`config.mk`:
```
export PLATFORM = sky130hd
export DESIGN_NAME = memory_stage
export DESIGN_NICKNAME = d
export VERILOG_FILES = /design/src/rtl/memory_stage_pkg.sv /design/src/rtl/memory_stage_load_align.sv /design/src/rtl/memory_stage.sv
export SDC_FILE = /design/constraint.sdc
export NUM_CORES = 1
export LEC_CHECK = 0
export CORE_MARGIN = 1
export CORE_UTILIZATION = 35
export CTS_BUF_LIST = sky130_fd_sc_hd__clkbuf_16
export CTS_CLUSTER_SIZE = 14
export DETAILED_ROUTE_END_ITERATION = 7
export MAX_ROUTING_LAYER = met4
export PLACE_DENSITY_LB_ADDON = 0.25
export SLEW_MARGIN = 10
export SYNTH_ARGS = -nofsm -noshare
export SYNTH_HDL_FRONTEND = slang
export SYNTH_SLANG_ARGS = --single-unit
```
`constraint.sdc`:
```
create_clock -name clock_i -period 6 [get_ports clock_i]
set_input_delay 0.9 -clock clock_i [delete_from_list [all_inputs] [get_ports clock_i]]
set_output_delay 0.9 -clock clock_i [all_outputs]
set_load 0.05 [all_outputs]
```
`src/rtl/memory_stage_pkg.sv`:
```
// Shared types and helpers for the RV32I memory stage: op encoding, FSM states, lane predicates.
package memory_stage_pkg;

  localparam int unsigned WORD = 32;

  typedef enum logic [3:0] {
    MEM_NONE,
    MEM_LB,
    MEM_LH,
    MEM_LW,
    MEM_LBU,
    MEM_LHU,
    MEM_SB,
    MEM_SH,
    MEM_SW
  } mem_op_t;

  typedef enum logic [1:0] {
    MEM_IDLE,
    MEM_REQ,
    MEM_WAIT
  } mem_state_t;

  function automatic logic is_store(input mem_op_t op);
    return (op == MEM_SB) || (op == MEM_SH) || (op == MEM_SW);
  endfunction

  // Halfwords need an even address, words need a 4-byte aligned one.
  function automatic logic is_misaligned(input mem_op_t op, input logic [1:0] off);
    case (op)
      MEM_LH, MEM_LHU, MEM_SH: return off[0];
      MEM_LW, MEM_SW:          return off != 2'b00;
      default:                 return 1'b0;
    endcase
  endfunction

endpackage

```
`src/rtl/memory_stage_load_align.sv`:
```
// Combinational load extraction: picks the byte/halfword addressed by off_i and sign/zero extends it.
module load_align_unit
  import memory_stage_pkg::*;
(
  input  logic [WORD-1:0] rdata_i,
  input  logic [1:0]      off_i,
  input  mem_op_t         mem_op_i,
  output logic [WORD-1:0] data_o
);

  logic [7:0]  byte_sel;
  logic [15:0] half_sel;

  always_comb begin
    byte_sel = rdata_i[7:0];
    case (off_i)
      2'd1:    byte_sel = rdata_i[15:8];
      2'd2:    byte_sel = rdata_i[23:16];
      2'd3:    byte_sel = rdata_i[31:24];
      default: byte_sel = rdata_i[7:0];
    endcase
    half_sel = off_i[1] ? rdata_i[31:16] : rdata_i[15:0];
  end

  always_comb begin
    data_o = rdata_i;
    case (mem_op_i)
      MEM_LB:  data_o = {{24{byte_sel[7]}}, byte_sel};
      MEM_LBU: data_o = {24'b0, byte_sel};
      MEM_LH:  data_o = {{16{half_sel[15]}}, half_sel};
      MEM_LHU: data_o = {16'b0, half_sel};
      default: data_o = rdata_i;
    endcase
  end

endmodule

```
`src/rtl/memory_stage.sv`:
```
// RV32I memory stage: issues loads/stores on a req/ready + rvalid port, passes other ops through,
// and registers the writeback value. mem_busy stalls upstream while an access is outstanding.
module memory_stage
  import memory_stage_pkg::*;
(
  input  logic            clock_i,
  input  logic            reset_i,
  input  logic            en_i,
  input  logic [WORD-1:0] execute_result_i,
  input  logic [WORD-1:0] store_data_i,
  input  mem_op_t         mem_op_i,
  output logic            dmem_req_o,
  output logic            dmem_we_o,
  output logic [WORD-1:0] dmem_addr_o,
  output logic [WORD-1:0] dmem_wdata_o,
  output logic [3:0]      dmem_be_o,
  input  logic            dmem_ready_i,
  input  logic            dmem_rvalid_i,
  input  logic [WORD-1:0] dmem_rdata_i,
  output logic [WORD-1:0] mem_result_o,
  output logic            misaligned_o,
  output logic            mem_busy_o
);

  mem_state_t      state_q, state_d;
  mem_op_t         op_q, op_d;
  logic [1:0]      off_q, off_d;
  logic [WORD-1:0] exec_q, exec_d;
  logic            req_q, req_d;
  logic            we_q, we_d;
  logic [WORD-1:0] addr_q, addr_d;
  logic [WORD-1:0] wdata_q, wdata_d;
  logic [3:0]      be_q, be_d;
  logic [WORD-1:0] result_q, result_d;
  logic            mis_q, mis_d;

  logic [3:0]      lane_be;
  logic [WORD-1:0] lane_wdata;
  logic [WORD-1:0] load_word;
  logic            new_mis;

  assign new_mis = is_misaligned(mem_op_i, execute_result_i[1:0]);

  // Store lanes are formed from the incoming op so they can be registered at acceptance.
  always_comb begin
    lane_be    = 4'b1111;
    lane_wdata = '0;
    case (mem_op_i)
      MEM_SB: begin
        lane_be    = 4'b0001 << execute_result_i[1:0];
        lane_wdata = {4{store_data_i[7:0]}};
      end
      MEM_SH: begin
        lane_be    = 4'b0011 << execute_result_i[1:0];
        lane_wdata = {2{store_data_i[15:0]}};
      end
      MEM_SW: begin
        lane_be    = 4'b1111;
        lane_wdata = store_data_i;
      end
      default: begin
        lane_be    = 4'b1111;
        lane_wdata = '0;
      end
    endcase
  end

  load_align_unit u_load_align (
    .rdata_i  (dmem_rdata_i),
    .off_i    (off_q),
    .mem_op_i (op_q),
    .data_o   (load_word)
  );

  always_comb begin
    state_d  = state_q;
    op_d     = op_q;
    off_d    = off_q;
    exec_d   = exec_q;
    req_d    = req_q;
    we_d     = we_q;
    addr_d   = addr_q;
    wdata_d  = wdata_q;
    be_d     = be_q;
    result_d = result_q;
    mis_d    = mis_q;
    case (state_q)
      MEM_IDLE: begin
        if (en_i) begin
          if (mem_op_i == MEM_NONE) begin
            result_d = execute_result_i;
            mis_d    = 1'b0;
          end else if (new_mis) begin
            result_d = '0;
            mis_d    = 1'b1;
          end else begin
            op_d    = mem_op_i;
            off_d   = execute_result_i[1:0];
            exec_d  = execute_result_i;
            req_d   = 1'b1;
            we_d    = is_store(mem_op_i);
            addr_d  = {execute_result_i[WORD-1:2], 2'b00};
            wdata_d = lane_wdata;
            be_d    = lane_be;
            mis_d   = 1'b0;
            state_d = MEM_REQ;
          end
        end
      end
      MEM_REQ: begin
        if (dmem_ready_i) begin
          req_d = 1'b0;
          if (is_store(op_q)) begin
            result_d = exec_q;
            state_d  = MEM_IDLE;
          end else begin
            state_d = MEM_WAIT;
          end
        end
      end
      MEM_WAIT: begin
        if (dmem_rvalid_i) begin
          result_d = load_word;
          state_d  = MEM_IDLE;
        end
      end
      default: state_d = MEM_IDLE;
    endcase
  end

  always_ff @(posedge clock_i) begin
    if (reset_i) begin
      state_q  <= MEM_IDLE;
      op_q     <= MEM_NONE;
      off_q    <= '0;
      exec_q   <= '0;
      req_q    <= 1'b0;
      we_q     <= 1'b0;
      addr_q   <= '0;
      wdata_q  <= '0;
      be_q     <= '0;
      result_q <= '0;
      mis_q    <= 1'b0;
    end else begin
      state_q  <= state_d;
      op_q     <= op_d;
      off_q    <= off_d;
      exec_q   <= exec_d;
      req_q    <= req_d;
      we_q     <= we_d;
      addr_q   <= addr_d;
      wdata_q  <= wdata_d;
      be_q     <= be_d;
      result_q <= result_d;
      mis_q    <= mis_d;
    end
  end

  // Busy drops in the completing cycle so upstream advances on the same edge.
  assign mem_busy_o = ((state_q == MEM_IDLE) && en_i && (mem_op_i != MEM_NONE) && !new_mis)
                    || ((state_q == MEM_REQ) && !(is_store(op_q) && dmem_ready_i))
                    || ((state_q == MEM_WAIT) && !dmem_rvalid_i);

  assign dmem_req_o   = req_q;
  assign dmem_we_o    = we_q;
  assign dmem_addr_o  = addr_q;
  assign dmem_wdata_o = wdata_q;
  assign dmem_be_o    = be_q;
  assign mem_result_o = result_q;
  assign misaligned_o = mis_q;

endmodule
```
==> run metrics, run 1 <==
Comb power frac=0.355; Final Cell Area=8230 um2; Synth top area share=0.361; Peak VDD IR=0.000144 V; Slew HR=0.237; Final min period=4.50 ns; IO buf count=206; cells after synthesis=742; first-pass GRT wire length=32,000 um; Antenna Nets Post-Route=0; hold_buf cts=0; n_diodes=0; crit share post-route=0.750; detailed-router iteration count before antenna repair=6; commonest cells after routing, fill and taps aside=205 x clkdlybuf4s50_1, 126 x nand2_1, 109 x dfxtp_1; Overall Global Routing Usage=0.235; ys flop type=dfxtp_1; Sw Ratio=0.387; Cells after DPL=1,075; CTS resizes=0; most common cell after layout, fill and taps aside=clkdlybuf4s50_1; Syn. warnings=0; core area=16,800 um2; post-synthesis sequential area ratio=0.361; Clock Tree Buf Depth=2; # IOs=209; RSZ-0062 raised after global routing=no; outcome=finished, final reports clean; Unique masters post-synth=72; Slew Limit Fails=0; Post-synth EDFFs=0; largest net degree at the start of global routing=85; Max Clock Skew=0.0131 ns; Sequential Power Share=0.364; Final Non-Filler Cells=1,091; drt wl/cell=19.0 um; NetSw=0.884 mW; upper clock frequency limit=0.222 GHz; # setup viols final=0; total power=2.28 mW; DP Area=7930 um2; GR met1 Demand/Resource=0.316; Critical Path RT=5.10 ns; DRC viols=0; CTS buffer count=9; setup TNS=0 ns; crit path DAT=3.60 ns; Filler cells=1,648; initial core utilization=0.361; Worst Hold Class=reg2reg; root buffer cell=clkbuf_16; Post-DP HPWL=14,500 um; clock share of power=0.281; Total Nets Final=975; crit start category=input pin; ranking of synthesized cells by area=dfxtp_1 36%, nand2_1 7.8%, a21oi_1 5.0%; die area=17,800 um2; met3 Use GR=0.0468; synthesized area=6050 um2; Sink Count=109; Via-to-Cell Ratio=5.64; Pwr Density=277 nW/um2; Crit Path Max Fanout=11; Crit. End Element=output port; cell-internal power=1.40 mW; row count=47; H-tree levels=3; post-synth top area cell=dfxtp_1; clk slew on worst S/H paths=0.07 ns; Vias=6,158; Post-CTS Setup Inserts=0; Layout area overhead=36.1%; initial antenna violation count=0; Top Usage Layer GRT=met2; Die Y=133 um; Crit Path Class=in2out; Die X=133 um; vias in the first global route=5,792; leakage=2.89 nW; FFs w/ async S/R, synth=0; DRT iter0 DRCs=416; max-cap viol count=0; CTS tree=yes; Yosys reg bits=109; share of cells above drive strength 1=0.0723; total global routing overflow=0; GP Congestion=0.877; Avg Inst Size Synth=8.15 um2; WL final=20,700 um; Final Hold Fails=0; slew at the pin closest to its max-slew limit=1.14 ns; clock latency on the worst-skew pair=0.36 ns; met2 Use GR=0.353
## stage by stage
| step | hold WS (ns) | setup slack [ns] | util |
|---|---|---|---|
| 3_5_place_dp | 0.447 | 1.50 | 0.473 |
| 6_report | 0.472 | 1.50 | 0.491 |
| 5_1_grt | 0.476 | 1.40 | 0.491 |
| 4_1_cts | 0.473 | 1.50 | 0.491 |
| 2_1_floorplan | 0.450 | 2.52 | - |
| 3_3_place_gp | 0.448 | 1.51 | 0.473 |
## cells by family after synthesis
family	count (synthesis)	synth area share
buffers and inverters	115	0.0982
flip-flops	109	0.361
XOR/XNOR	1	0.00145
multiplexers	21	0.0389
AND/OR/NAND/NOR	233	0.170
other	1	0.000620
AO/OA/AOI/OAI	258	0.322
adder cells (fa/ha/maj)	4	0.00827
## cell type report
cell class | count | area, um2 | area share
flip-flops and latches | 109 | 2180 | 0.265
well taps | 220 | 275 | 0.0334
multi-input cells | 519 | 3300 | 0.401
repair buffers | 215 | 2120 | 0.258
clock inverters | 7 | 82.6 | 0.0100
inverters | 12 | 45.0 | 0.00547
clock buffers | 9 | 225 | 0.0274
## worst paths after layout
kind	startpoint	endpoint	slack, ns	depth (start not counted)
worst max-delay path	mem_op_i[1]	mem_busy_o	1.50	6
worst min-delay path	mem_result_o[1]$_SDFFE_PP0P_	mem_result_o[1]$_SDFFE_PP0P_	0.47	1
worst max register to register	state_q[0]$_SDFFE_PP0P_	mem_result_o[17]$_SDFFE_PP0P_	2.78	8
worst min register to register	mem_result_o[1]$_SDFFE_PP0P_	mem_result_o[1]$_SDFFE_PP0P_	0.47	1
## power groups by stage
| stage | Combinational (mW) | Clock [mW] | Sequential (mW) |
|---|---|---|---|
| final | 0.809 | 0.642 | 0.831 |
| after global routing | 0.865 | 0.678 | 0.840 |
| after CTS | 0.810 | 0.647 | 0.831 |
| after detailed placement | 0.808 | 0 | 0.847 |
| after global placement | 0.805 | 0 | 0.847 |
| after floorplan | 0.432 | 0 | 0.958 |
## state kept, by name, indices dropped and copies added, names as in the netlist
| signal | count |
|---|---|
| dmem_be_o | 4 |
| dmem_req_o | 1 |
| dmem_wdata_o | 32 |
| dmem_we_o | 1 |
| exec_q | 31 |
| mem_result_o | 32 |
| misaligned_o | 1 |
| off_q | 1 |
| op_q | 4 |
| state_q | 2 |
## metal layers
layer,vias up,part of all wire
met4,0,0.024
li1,2960,-
met1,2910,0.46
met3,35,0.066
met2,253,0.45
met5,-,0
## Yosys cell counts (6+ instances only)
cell type / number
a211oi_1: 13
a21oi_1: 61
a221o_1: 6
a221oi_1: 16
a22o_1: 8
a22oi_1: 8
a31o_2: 15
a32o_1: 6
a32oi_1: 8
and3_1: 8
buf_2: 12
buf_4: 33
clkbuf_1: 50
dfxtp_1: 109
inv_1: 11
mux2_2: 10
mux2i_1: 10
nand2_1: 126
nor2_1: 54
nor3_1: 19
o211a_1: 16
o211ai_1: 34
o21ai_0: 17
o2bb2ai_1: 8
o41ai_1: 7
## critical path: stages
cell and delay [ns]:
clkdlybuf4s50_1 0.77, a21boi_2 0.09, o32a_1 0.44, o2111a_2 0.30, or3_1 0.37, clkdlybuf4s50_1 0.73
No activity file was read; power rests on OpenSTA's default activity.
==> run 2, diff against run 1 <==
==> constraint.sdc (replaced) <==
create_clock -name clock_i -period 3.8 [get_ports clock_i]
set_input_delay 0.57 -clock clock_i [delete_from_list [all_inputs] [get_ports clock_i]]
set_output_delay 0.57 -clock clock_i [all_outputs]
set_load 0.05 [all_outputs]
==> run metrics, run 2 (synthesized netlist as in run 1, its figures left out) <==
Die X=133 um (unchanged); CTS buffer count=9 (unchanged); Via-to-Cell Ratio=5.56 (was 5.64); Cells after DPL=1,088 (was 1,075); max incr delay on CP=0.65 ns (was 0.77 ns); flop-to-flop setup slack=1.08 ns (was 2.78 ns); total global routing overflow=0 (unchanged); commonest cells after routing, fill and taps aside=204 x clkdlybuf4s50_1, 126 x nand2_1, 109 x dfxtp_1 (was 205 x clkdlybuf4s50_1, 126 x nand2_1, 109 x dfxtp_1); Place WS=0.450 ns (was 1.50 ns); crit path DAT=2.77 ns (was 3.60 ns); DRT iter0 DRCs=351 (was 416); CTS tree=yes (unchanged); clk slew on worst S/H paths=0.08 ns (was 0.07 ns); Final Cell Area=8290 um2 (was 8230 um2); DP Area=8020 um2 (was 7930 um2); first-pass GRT wire length=32,400 um (was 32,000 um); Slew Limit Fails=0 (unchanged); Final min period=3.34 ns; root buffer cell=clkbuf_16 (unchanged); crit share post-route=0.879; Clock Tree Buf Depth=2 (unchanged); n_diodes=0 (unchanged); DRC viols=0 (unchanged); largest net degree at the start of global routing=52 (was 85); Crit. End Element=output port (unchanged); hold_buf cts=0 (unchanged); outcome=finished, final reports clean (unchanged); # IOs=209 (unchanged); Pwr Density=424 nW/um2 (was 277 nW/um2); Worst Hold Class=reg2reg (unchanged); die area=17,800 um2 (unchanged); slew at the pin closest to its max-slew limit=1.06 ns (was 1.14 ns); Overall Global Routing Usage=0.238 (was 0.235); GP Congestion=0.869 (was 0.877); WL final=20,700 um (about the same); Antenna Nets Post-Route=0 (unchanged); Final Util=0.495 (was 0.491); final worst slack=0.459 ns (was 1.50 ns); critical-path cell list=clkdlybuf4s50_1 > nor3b_1 > o32a_1 > o2111a_2 > or3_1 > buf_4 (was clkdlybuf4s50_1 > a21boi_2 > o32a_1 > o2111a_2 > or3_1 > clkdlybuf4s50_1); drt wl/cell=18.8 um (was 19.0 um); upper clock frequency limit=0.299 GHz; detailed-router iteration count before antenna repair=5 (was 6); Total Nets Final=988 (was 975); crit start category=input pin (unchanged); core area=16,800 um2 (unchanged); Die Y=133 um (unchanged); initial antenna violation count=0 (unchanged); Critical Path RT=3.23 ns (was 5.10 ns); Peak VDD IR=0.000249 V (was 0.000144 V); Crit Path Max Fanout=11 (unchanged); leakage=2.94 nW (was 2.89 nW); RSZ-0062 raised after global routing=no (unchanged); Filler cells=1,679 (was 1,648); Layout area overhead=37.1% (was 36.1%); setup TNS=0 ns (unchanged); Slew HR=0.286 (was 0.237); IO buf count=206 (unchanged); # setup viols final=0 (unchanged); row count=47 (unchanged); vias in the first global route=5,675 (was 5,792); most common cell after layout, fill and taps aside=clkdlybuf4s50_1 (unchanged); share of cells above drive strength 1=0.0861 (was 0.0723); Crit Path Class=in2out (unchanged); max-cap viol count=0 (unchanged); CTS resizes=0 (unchanged); initial core utilization=0.361 (unchanged); Final Hold Fails=0 (unchanged); Max Clock Skew=0.00814 ns (was 0.0131 ns); Post-CTS Setup Inserts=0 (unchanged); clock latency on the worst-skew pair=0.36 ns (about the same); Post-DP HPWL=14,800 um (was 14,500 um); Sink Count=109 (unchanged); Final Non-Filler Cells=1,103 (was 1,091); Slowest cell on crit path=clkdlybuf4s50_1 (unchanged); H-tree levels=3 (unchanged); Vias=6,133 (was 6,158)
run 2: final cells by class:
class / count / area [um2] / area share
clock buffer: 9 / 225 / 0.0272
clock inverter: 6 / 46.3 / 0.00558
sequential: 109 / 2180 / 0.263
multi-input combinational: 519 / 3300 / 0.398
inverter: 12 / 45.0 / 0.00543
tap: 220 / 275 / 0.0332
timing repair buffer: 228 / 2220 / 0.268
run 2: path summary, 6_finish.rpt:
| kind | start | end | cells past startpoint |
|---|---|---|---|
| max | mem_op_i[1] | mem_busy_o | 6 |
| min | dmem_wdata_o[10]$_SDFFE_PP0P_ | dmem_wdata_o[10]$_SDFFE_PP0P_ | 1 |
| max reg2reg | state_q[0]$_SDFFE_PP0P_ | mem_result_o[24]$_SDFFE_PP0P_ | 9 |
| min reg2reg | dmem_wdata_o[10]$_SDFFE_PP0P_ | dmem_wdata_o[10]$_SDFFE_PP0P_ | 1 |
run 2: power breakdown:
group | total (mW) | switching, mW | leakage [nW] | internal, mW
clock network | 0.913 | 0.465 | 0.128 | 0.447
logic | 1.30 | 0.835 | 1.92 | 0.464
registers | 1.31 | 0.0738 | 0.889 | 1.23
total | 3.52 | 1.37 | 2.94 | 2.15
run 2: per-stage QoR:
stage                     hold slack [ns]  total power [mW]
after detailed placement            0.449              2.63
after CTS                           0.472              3.54
final                               0.469              3.52
after floorplan                     0.450              2.19
after global routing                0.480              3.68
after global placement              0.450              2.63
run 2: per-layer routing:
layer / GRT usage / up-vias / wire (um)
li1: - / 2985 / -
met1: 0.326 / 2885 / 9570
met2: 0.360 / 238 / 9510
met3: 0.0407 / 25 / 1340
met4: 0.0619 / 0 / 301
met5: - / - / 0
run 2: critical path, delay by kind of cell:
family | cells | cell delay (ns)
AO/OA/AOI/OAI | 2 | 0.69
AND/OR/NAND/NOR | 2 | 0.64
buffers and inverters | 2 | 0.85
